File: src/rtl/isa_resp_pkg.sv
// Shared types and constants for the ISA I/O responder.
// State encodings, port-offset width and default float value.
package isa_resp_pkg;

    localparam int unsigned OFFS_W = 4;

    localparam logic [7:0] FLOAT_DATA_DEF = 8'hFF;

    typedef enum logic [2:0] {
        ST_IDLE     = 3'd0,
        ST_WR_HOLD  = 3'd1,
        ST_RD_WAIT  = 3'd2,
        ST_RD_DRIVE = 3'd3,
        ST_RELEASE  = 3'd4
    } state_e;

endpackage

File: src/rtl/isa_strobe_sync.sv
// Two-flop synchronizer for an active-low ISA strobe.
// A third flop provides the previous value for edge detection.
module isa_strobe_sync (
    input  logic clk,
    input  logic reset,
    input  logic strobe_n_i,
    output logic sync_o,
    output logic fall_o,
    output logic rise_o
);

    logic meta_q;
    logic sync_q;
    logic prev_q;

    // Idle level of the strobe is high, so reset to 1.
    always_ff @(posedge clk) begin
        if (!reset) begin
            meta_q <= 1'b1;
            sync_q <= 1'b1;
            prev_q <= 1'b1;
        end else begin
            meta_q <= strobe_n_i;
            sync_q <= meta_q;
            prev_q <= sync_q;
        end
    end

    assign sync_o = sync_q;
    assign fall_o = prev_q & ~sync_q;
    assign rise_o = ~prev_q & sync_q;

endmodule

File: src/rtl/isa_io_responder.sv
// ISA I/O target: decodes a 16-port window and bridges
// IOW/IOR cycles to a local register interface.
module isa_io_responder
    import isa_resp_pkg::*;
#(
    parameter logic [9:0]  BASE_ADDR    = 10'h220,
    parameter int unsigned READ_TIMEOUT = 15,
    parameter logic [7:0]  FLOAT_DATA   = FLOAT_DATA_DEF
) (
    input  logic              clk,
    input  logic              reset,
    input  logic [9:0]        isa_addr,
    input  logic              isa_aen,
    input  logic              isa_iow_n,
    input  logic              isa_ior_n,
    input  logic [7:0]        isa_data_in,
    output logic [7:0]        isa_data_out,
    output logic              isa_data_oe,
    output logic              iochrdy_low,
    output logic              loc_wr_valid,
    output logic [OFFS_W-1:0] loc_wr_addr,
    output logic [7:0]        loc_wr_data,
    output logic              loc_rd_req,
    output logic [OFFS_W-1:0] loc_rd_addr,
    input  logic              loc_rd_valid,
    input  logic [7:0]        loc_rd_data,
    output logic              timeout_err
);

    localparam logic [3:0] TMO = 4'(READ_TIMEOUT);

    logic iow_sync, iow_fall, iow_rise;
    logic ior_sync, ior_fall, ior_rise;

    isa_strobe_sync u_iow_sync (
        .clk        (clk),
        .reset      (reset),
        .strobe_n_i (isa_iow_n),
        .sync_o     (iow_sync),
        .fall_o     (iow_fall),
        .rise_o     (iow_rise)
    );

    isa_strobe_sync u_ior_sync (
        .clk        (clk),
        .reset      (reset),
        .strobe_n_i (isa_ior_n),
        .sync_o     (ior_sync),
        .fall_o     (ior_fall),
        .rise_o     (ior_rise)
    );

    state_e state_q, state_d;

    logic              wr_valid_q, wr_valid_d;
    logic [OFFS_W-1:0] wr_addr_q,  wr_addr_d;
    logic [7:0]        wr_data_q,  wr_data_d;
    logic              rd_req_q,   rd_req_d;
    logic [OFFS_W-1:0] rd_addr_q,  rd_addr_d;
    logic              iochrdy_q,  iochrdy_d;
    logic [7:0]        dout_q,     dout_d;
    logic              drive_q,    drive_d;
    logic [3:0]        timer_q,    timer_d;
    logic              tmo_q,      tmo_d;

    logic hit, both_fall, wr_go, rd_go, tmo_hit;

    assign hit       = ~isa_aen & (isa_addr[9:4] == BASE_ADDR[9:4]);
    assign both_fall = iow_fall & ior_fall;
    assign wr_go     = iow_fall & hit & ~ior_fall;
    assign rd_go     = ior_fall & hit & ~iow_fall;
    assign tmo_hit   = (timer_q + 4'd1) == TMO;

    always_ff @(posedge clk) begin
        if (!reset) begin
            state_q    <= ST_IDLE;
            wr_valid_q <= 1'b0;
            wr_addr_q  <= '0;
            wr_data_q  <= '0;
            rd_req_q   <= 1'b0;
            rd_addr_q  <= '0;
            iochrdy_q  <= 1'b0;
            dout_q     <= '0;
            drive_q    <= 1'b0;
            timer_q    <= '0;
            tmo_q      <= 1'b0;
        end else begin
            state_q    <= state_d;
            wr_valid_q <= wr_valid_d;
            wr_addr_q  <= wr_addr_d;
            wr_data_q  <= wr_data_d;
            rd_req_q   <= rd_req_d;
            rd_addr_q  <= rd_addr_d;
            iochrdy_q  <= iochrdy_d;
            dout_q     <= dout_d;
            drive_q    <= drive_d;
            timer_q    <= timer_d;
            tmo_q      <= tmo_d;
        end
    end

    // RD_DRIVE may be entered in the same cycle as the IOR rise,
    // so it leaves on the synchronized level rather than the edge.
    always_comb begin
        state_d = state_q;
        unique case (state_q)
            ST_IDLE: begin
                if (both_fall)  state_d = ST_RELEASE;
                else if (wr_go) state_d = ST_WR_HOLD;
                else if (rd_go) state_d = ST_RD_WAIT;
            end
            ST_WR_HOLD: begin
                if (iow_rise) state_d = ST_IDLE;
            end
            ST_RD_WAIT: begin
                if (loc_rd_valid | tmo_hit) state_d = ST_RD_DRIVE;
                else if (ior_rise)          state_d = ST_IDLE;
            end
            ST_RD_DRIVE: begin
                if (ior_sync) state_d = ST_IDLE;
            end
            ST_RELEASE: begin
                if (iow_sync & ior_sync) state_d = ST_IDLE;
            end
            default: state_d = ST_IDLE;
        endcase
    end

    always_comb begin
        wr_valid_d = 1'b0;
        wr_addr_d  = wr_addr_q;
        wr_data_d  = wr_data_q;
        rd_req_d   = 1'b0;
        rd_addr_d  = rd_addr_q;
        iochrdy_d  = iochrdy_q;
        dout_d     = dout_q;
        drive_d    = drive_q;
        timer_d    = timer_q;
        tmo_d      = 1'b0;
        unique case (state_q)
            ST_IDLE: begin
                if (wr_go) begin
                    wr_valid_d = 1'b1;
                    wr_addr_d  = isa_addr[OFFS_W-1:0];
                    wr_data_d  = isa_data_in;
                end else if (rd_go) begin
                    rd_req_d  = 1'b1;
                    rd_addr_d = isa_addr[OFFS_W-1:0];
                    iochrdy_d = 1'b1;
                    timer_d   = '0;
                end
            end
            ST_RD_WAIT: begin
                timer_d = timer_q + 4'd1;
                if (loc_rd_valid) begin
                    dout_d    = loc_rd_data;
                    drive_d   = 1'b1;
                    iochrdy_d = 1'b0;
                end else if (tmo_hit) begin
                    dout_d    = FLOAT_DATA;
                    drive_d   = 1'b1;
                    iochrdy_d = 1'b0;
                    tmo_d     = 1'b1;
                end else if (ior_rise) begin
                    iochrdy_d = 1'b0;
                end
            end
            ST_RD_DRIVE: begin
                if (ior_sync) drive_d = 1'b0;
            end
            default: ;
        endcase
    end

    assign isa_data_out = dout_q;
    assign isa_data_oe  = drive_q & ~isa_ior_n;
    assign iochrdy_low  = iochrdy_q;
    assign loc_wr_valid = wr_valid_q;
    assign loc_wr_addr  = wr_addr_q;
    assign loc_wr_data  = wr_data_q;
    assign loc_rd_req   = rd_req_q;
    assign loc_rd_addr  = rd_addr_q;
    assign timeout_err  = tmo_q;

endmodule

File: config.mk
export PLATFORM = sky130hd
export DESIGN_NAME = isa_io_responder
export DESIGN_NICKNAME = d
export VERILOG_FILES = /design/src/rtl/isa_resp_pkg.sv /design/src/rtl/isa_strobe_sync.sv /design/src/rtl/isa_io_responder.sv
export SDC_FILE = /design/constraint.sdc
export NUM_CORES = 1
export LEC_CHECK = 0
export ABC_AREA = 1
export CORE_MARGIN = 5
export CORE_UTILIZATION = 46
export CTS_BUF_LIST = sky130_fd_sc_hd__clkbuf_2
export DETAILED_ROUTE_END_ITERATION = 10
export HOLD_SLACK_MARGIN = 0.02
export PLACE_DENSITY = 0.83
export SLEW_MARGIN = 40
export SYNTH_ARGS = -nofsm -noshare
export SYNTH_HDL_FRONTEND = slang
export SYNTH_SLANG_ARGS = --single-unit
File: constraint.sdc
create_clock -name clk -period 1.8 [get_ports clk]
set_input_delay 0.27 -clock clk [delete_from_list [all_inputs] [get_ports clk]]
set_output_delay 0.27 -clock clk [all_outputs]
set_load 0.1 [all_outputs]
==> results list <==
- Die area: 5220 um2
- Summed negative setup slack over all endpoints: 0 ns
- The critical path in this run is classified as flip-flop to flip-flop.
- Synthesis-stage register bit count: 42
- Core Area: 3720 um2
* Slew at the pin closest to its max-slew limit: roughly 0.42 ns
- Post-synth design cell area: between 1500 and 2000 um2
- Among all flip-flop cells after synthesis, the most frequent one is sky130_fd_sc_hd__dfxtp_1.
* Data arrival at the endpoint of the critical path: roughly 1.8 ns
- Min Clock Period, post-route: approximately 1.5 ns
* Maximum level of the CTS H-tree: 2
- Instance count along the most critical hold path: 2
- Detailed Route Iter0 Violations: 63
- CTS buffer count: 5
- Buffer depth of the longest clock path: 2
- Async set-reset flop share out of synthesis: 0%
- The worst hold path belongs to the class primary input to flip-flop.
- Number of flops mapped to enable cells by yosys: 0
- After synthesis, the largest area contributor takes up 47.2% of total cell area.
- Area taken by multi-input logic gates: 723 um2
- Crit. End Element: flip-flop
* Post-CTS Hold Fix Bufs: 0
- The number of cells on the worst reg-to-reg path is 11.
- Of all cell types, the one taking the most synthesized area is sky130_fd_sc_hd__dfxtp_1.
- Final Hold Violating Endpoints: 0
- Total power of the final layout: between 2 and 3 mW
- Setup repair after global routing missed its margin: no
- Dividing the detail-routed wire length by the instance count gives 11.0 um.
- Number of antenna violations at the first check in global routing: 0
- From left edge to right edge, the die measures just over 70 um.
- Setup violations remaining at the end of the flow were counted as 0.
- Counting the fill cells in the layout gives ~340.
- Fraction of final layout cells with drive strength greater than 1: 23.8%
- Post-Route Hold Slack: 0.418 ns
* Setup repair bufs after CTS: 0
- In the synthesized netlist, the cells that appear most often are 42 x sky130_fd_sc_hd__dfxtp_1, 39 x sky130_fd_sc_hd__inv_1, 31 x sky130_fd_sc_hd__a21oi_1.
* Synthesis-to-layout area growth: 36.8%
- The flow ran to the end, and the final reports show no timing, DRC or antenna violations.
* Post-DP HPWL: approximately 3000 um
- Global routing finished with a remaining overflow of 0.
- The net count of the finished layout is 327.
- Post_cts resized: 0
- Part of the Yosys area used for sequential elements: between 40% and 50%
* Pwr dens: a little over 1000 nW/um2
- Among all cell types in the netlist, the one instantiated most often is sky130_fd_sc_hd__dfxtp_1.
* Chip height: 72.2 um
* Fin Clk Skew: between 0.02 and 0.025 ns
* Total vias in the final route: about 1600
* Max IR drop VDD: roughly 0.00057 V
* Post-synthesis cell type count: 28
- Number of vias per cell after detailed routing: between 4 and 5
- Summed over all cells, the static leakage comes to around 1.0 nW.
- Count of clock tree sinks: 42
- Total routing usage reported by global routing: 16.5%
- The congestion estimate from routability-driven global placement came to roughly 0.78.
- Total wire length after detailed routing: 3760 um
* Number of iterations in the first detailed-routing pass: 4
- Entering global routing, the biggest net connects 27 pins.
- The number of global-route vias before repair is around 1600.
* Clock tree from TritonCTS: yes
- The clock reaches the later pin of the worst-skew pair after 0.40 ns.
- CTS root buffer: sky130_fd_sc_hd__clkbuf_2
- At the worst endpoint, the required time is roughly 2.1 ns.
- Count of maximum capacitance violations: 0
- Global-route wire length before repair: about 6900 um
- After floorplanning, the core was divided into 22 placement rows.
* Highest achievable clock rate: roughly 670 MHz
- Residual antenna-violating net count after detailed routing: 0
* Starting density of the core: 47.9%
* Launching element type of the critical path: flip-flop
- Net count after synthesis: between 200 and 300
- Cell types occupying the most area after synthesis: sky130_fd_sc_hd__dfxtp_1 47%, sky130_fd_sc_hd__a21oi_1 8.7%, sky130_fd_sc_hd__inv_1 8.2%
* Inserted Diodes: 0
- Each instance of the synthesized netlist takes up on average around 7.7 um2.
* Final Cycle Share: between 80% and 90%
- The number of max-slew violations in the final report was 0.
* Number of buffers inserted by port buffering: 60
- Gate Count Post-Synth: between 200 and 250
- Number of I/O pins: 61
- Along the worst path, the maximum fanout reaches 11.
- In this run the tightest slew margin relative to its limit is 72.1%.
* Storage element area: between 800 and 900 um2
* Register clock-pin slew on the reported worst setup and hold paths: approximately 0.21 ns
- For this run, the number of Yosys warnings is 0.
- Number of DRC violations after detailed routing: 0
==> cell usage in the layout (no fill, tap or decap), drive strengths merged, types with 5 or more instances in the layout <==
master	instances
dfxtp	42
inv	42
nand2	37
a21oi	32
buf	32
clkdlybuf4s50	31
o21ai	25
nor2	23
nand3	8
clkbuf	6
or2	5
==> sequential cells by signal, summed over array words and instances (netlist names), 3 cells and up <==
name	flops
loc_wr_addr	4
loc_wr_data	8
state_q	3
isa_data_out	8
loc_rd_addr	4
timer_q	4
==> through the flow <==
step	instance area [um2]	cells	utilization, %	setup slack (ns)
2_1_floorplan	1780	230	-	0.406
3_3_place_gp	2370	334	63.7	0.130
3_5_place_dp	2370	334	63.7	0.0984
4_1_cts	2440	342	65.6	0.282
5_1_grt	2440	342	65.6	0.129
6_report	2440	342	65.6	0.313
==> final cells by class <==
| type | count | share of cell area (%) |
|---|---|---|
| inverter | 43 | 6.93 |
| timing repair buffer | 63 | 23.6 |
| clock buffer | 6 | 1.23 |
| tap | 48 | 2.47 |
| sequential | 42 | 34.5 |
| clock inverter | 2 | 1.54 |
| multi-input combinational | 138 | 29.7 |
==> routing by layer <==
metal | part of all wire (%) | vias to the layer above | global-route usage [%]
met4 | 1.4 | 0 | 5.22
met5 | 0 | - | 0
met3 | 10 | 6 | 8.17
met2 | 49 | 38 | 29.1
met1 | 39 | 722 | 16.9
li1 | - | 853 | -
==> cell families after synthesis <==
| kind of cell | Yosys count | share of synthesized area (%) |
|---|---|---|
| buffers and inverters | 50 | 12.3 |
| AND/OR/NAND/NOR | 77 | 21.6 |
| flip-flops | 42 | 47.2 |
| AO/OA/AOI/OAI | 59 | 17.5 |
| adder cells (fa/ha/maj) | 2 | 1.41 |
==> report_power, final <==
part           leakage [nW]  switching [mW]  internal (mW)
Clock                0.0392           0.296          0.240
Combinational         0.647           0.649          0.275
Sequential            0.341          0.0531           1.01
==> worst max-delay path, stage by stage, from the launching register on <==
cell and delay, ns:
sky130_fd_sc_hd__dfxtp_1 0.39, sky130_fd_sc_hd__ha_1 0.22, sky130_fd_sc_hd__inv_1 0.07, sky130_fd_sc_hd__nand2_2 0.05, sky130_fd_sc_hd__nand2_2 0.07, sky130_fd_sc_hd__nor2_2 0.04
sky130_fd_sc_hd__nand2_2 0.10, sky130_fd_sc_hd__nand2_2 0.06, sky130_fd_sc_hd__nand2_2 0.18, sky130_fd_sc_hd__nand2_1 0.08, sky130_fd_sc_hd__nor2_1 0.10, sky130_fd_sc_hd__nor2_1 0.05
==> worst paths after layout <==
kind                                              startpoint                            to  slack [ns]
worst max-delay path                 timer_q[0]$_SDFFE_PN0P_       state_q[1]$_SDFFE_PN0P_        0.31
worst min-delay path                               isa_iow_n  u_iow_sync.meta_q$_SDFF_PN1_        0.42
worst max register to register       timer_q[0]$_SDFFE_PN0P_       state_q[1]$_SDFFE_PN0P_        0.31
worst min register to register  u_ior_sync.meta_q$_SDFF_PN1_  u_ior_sync.sync_o$_SDFF_PN1_        0.45
No activity file was read; power rests on OpenSTA's default activity.
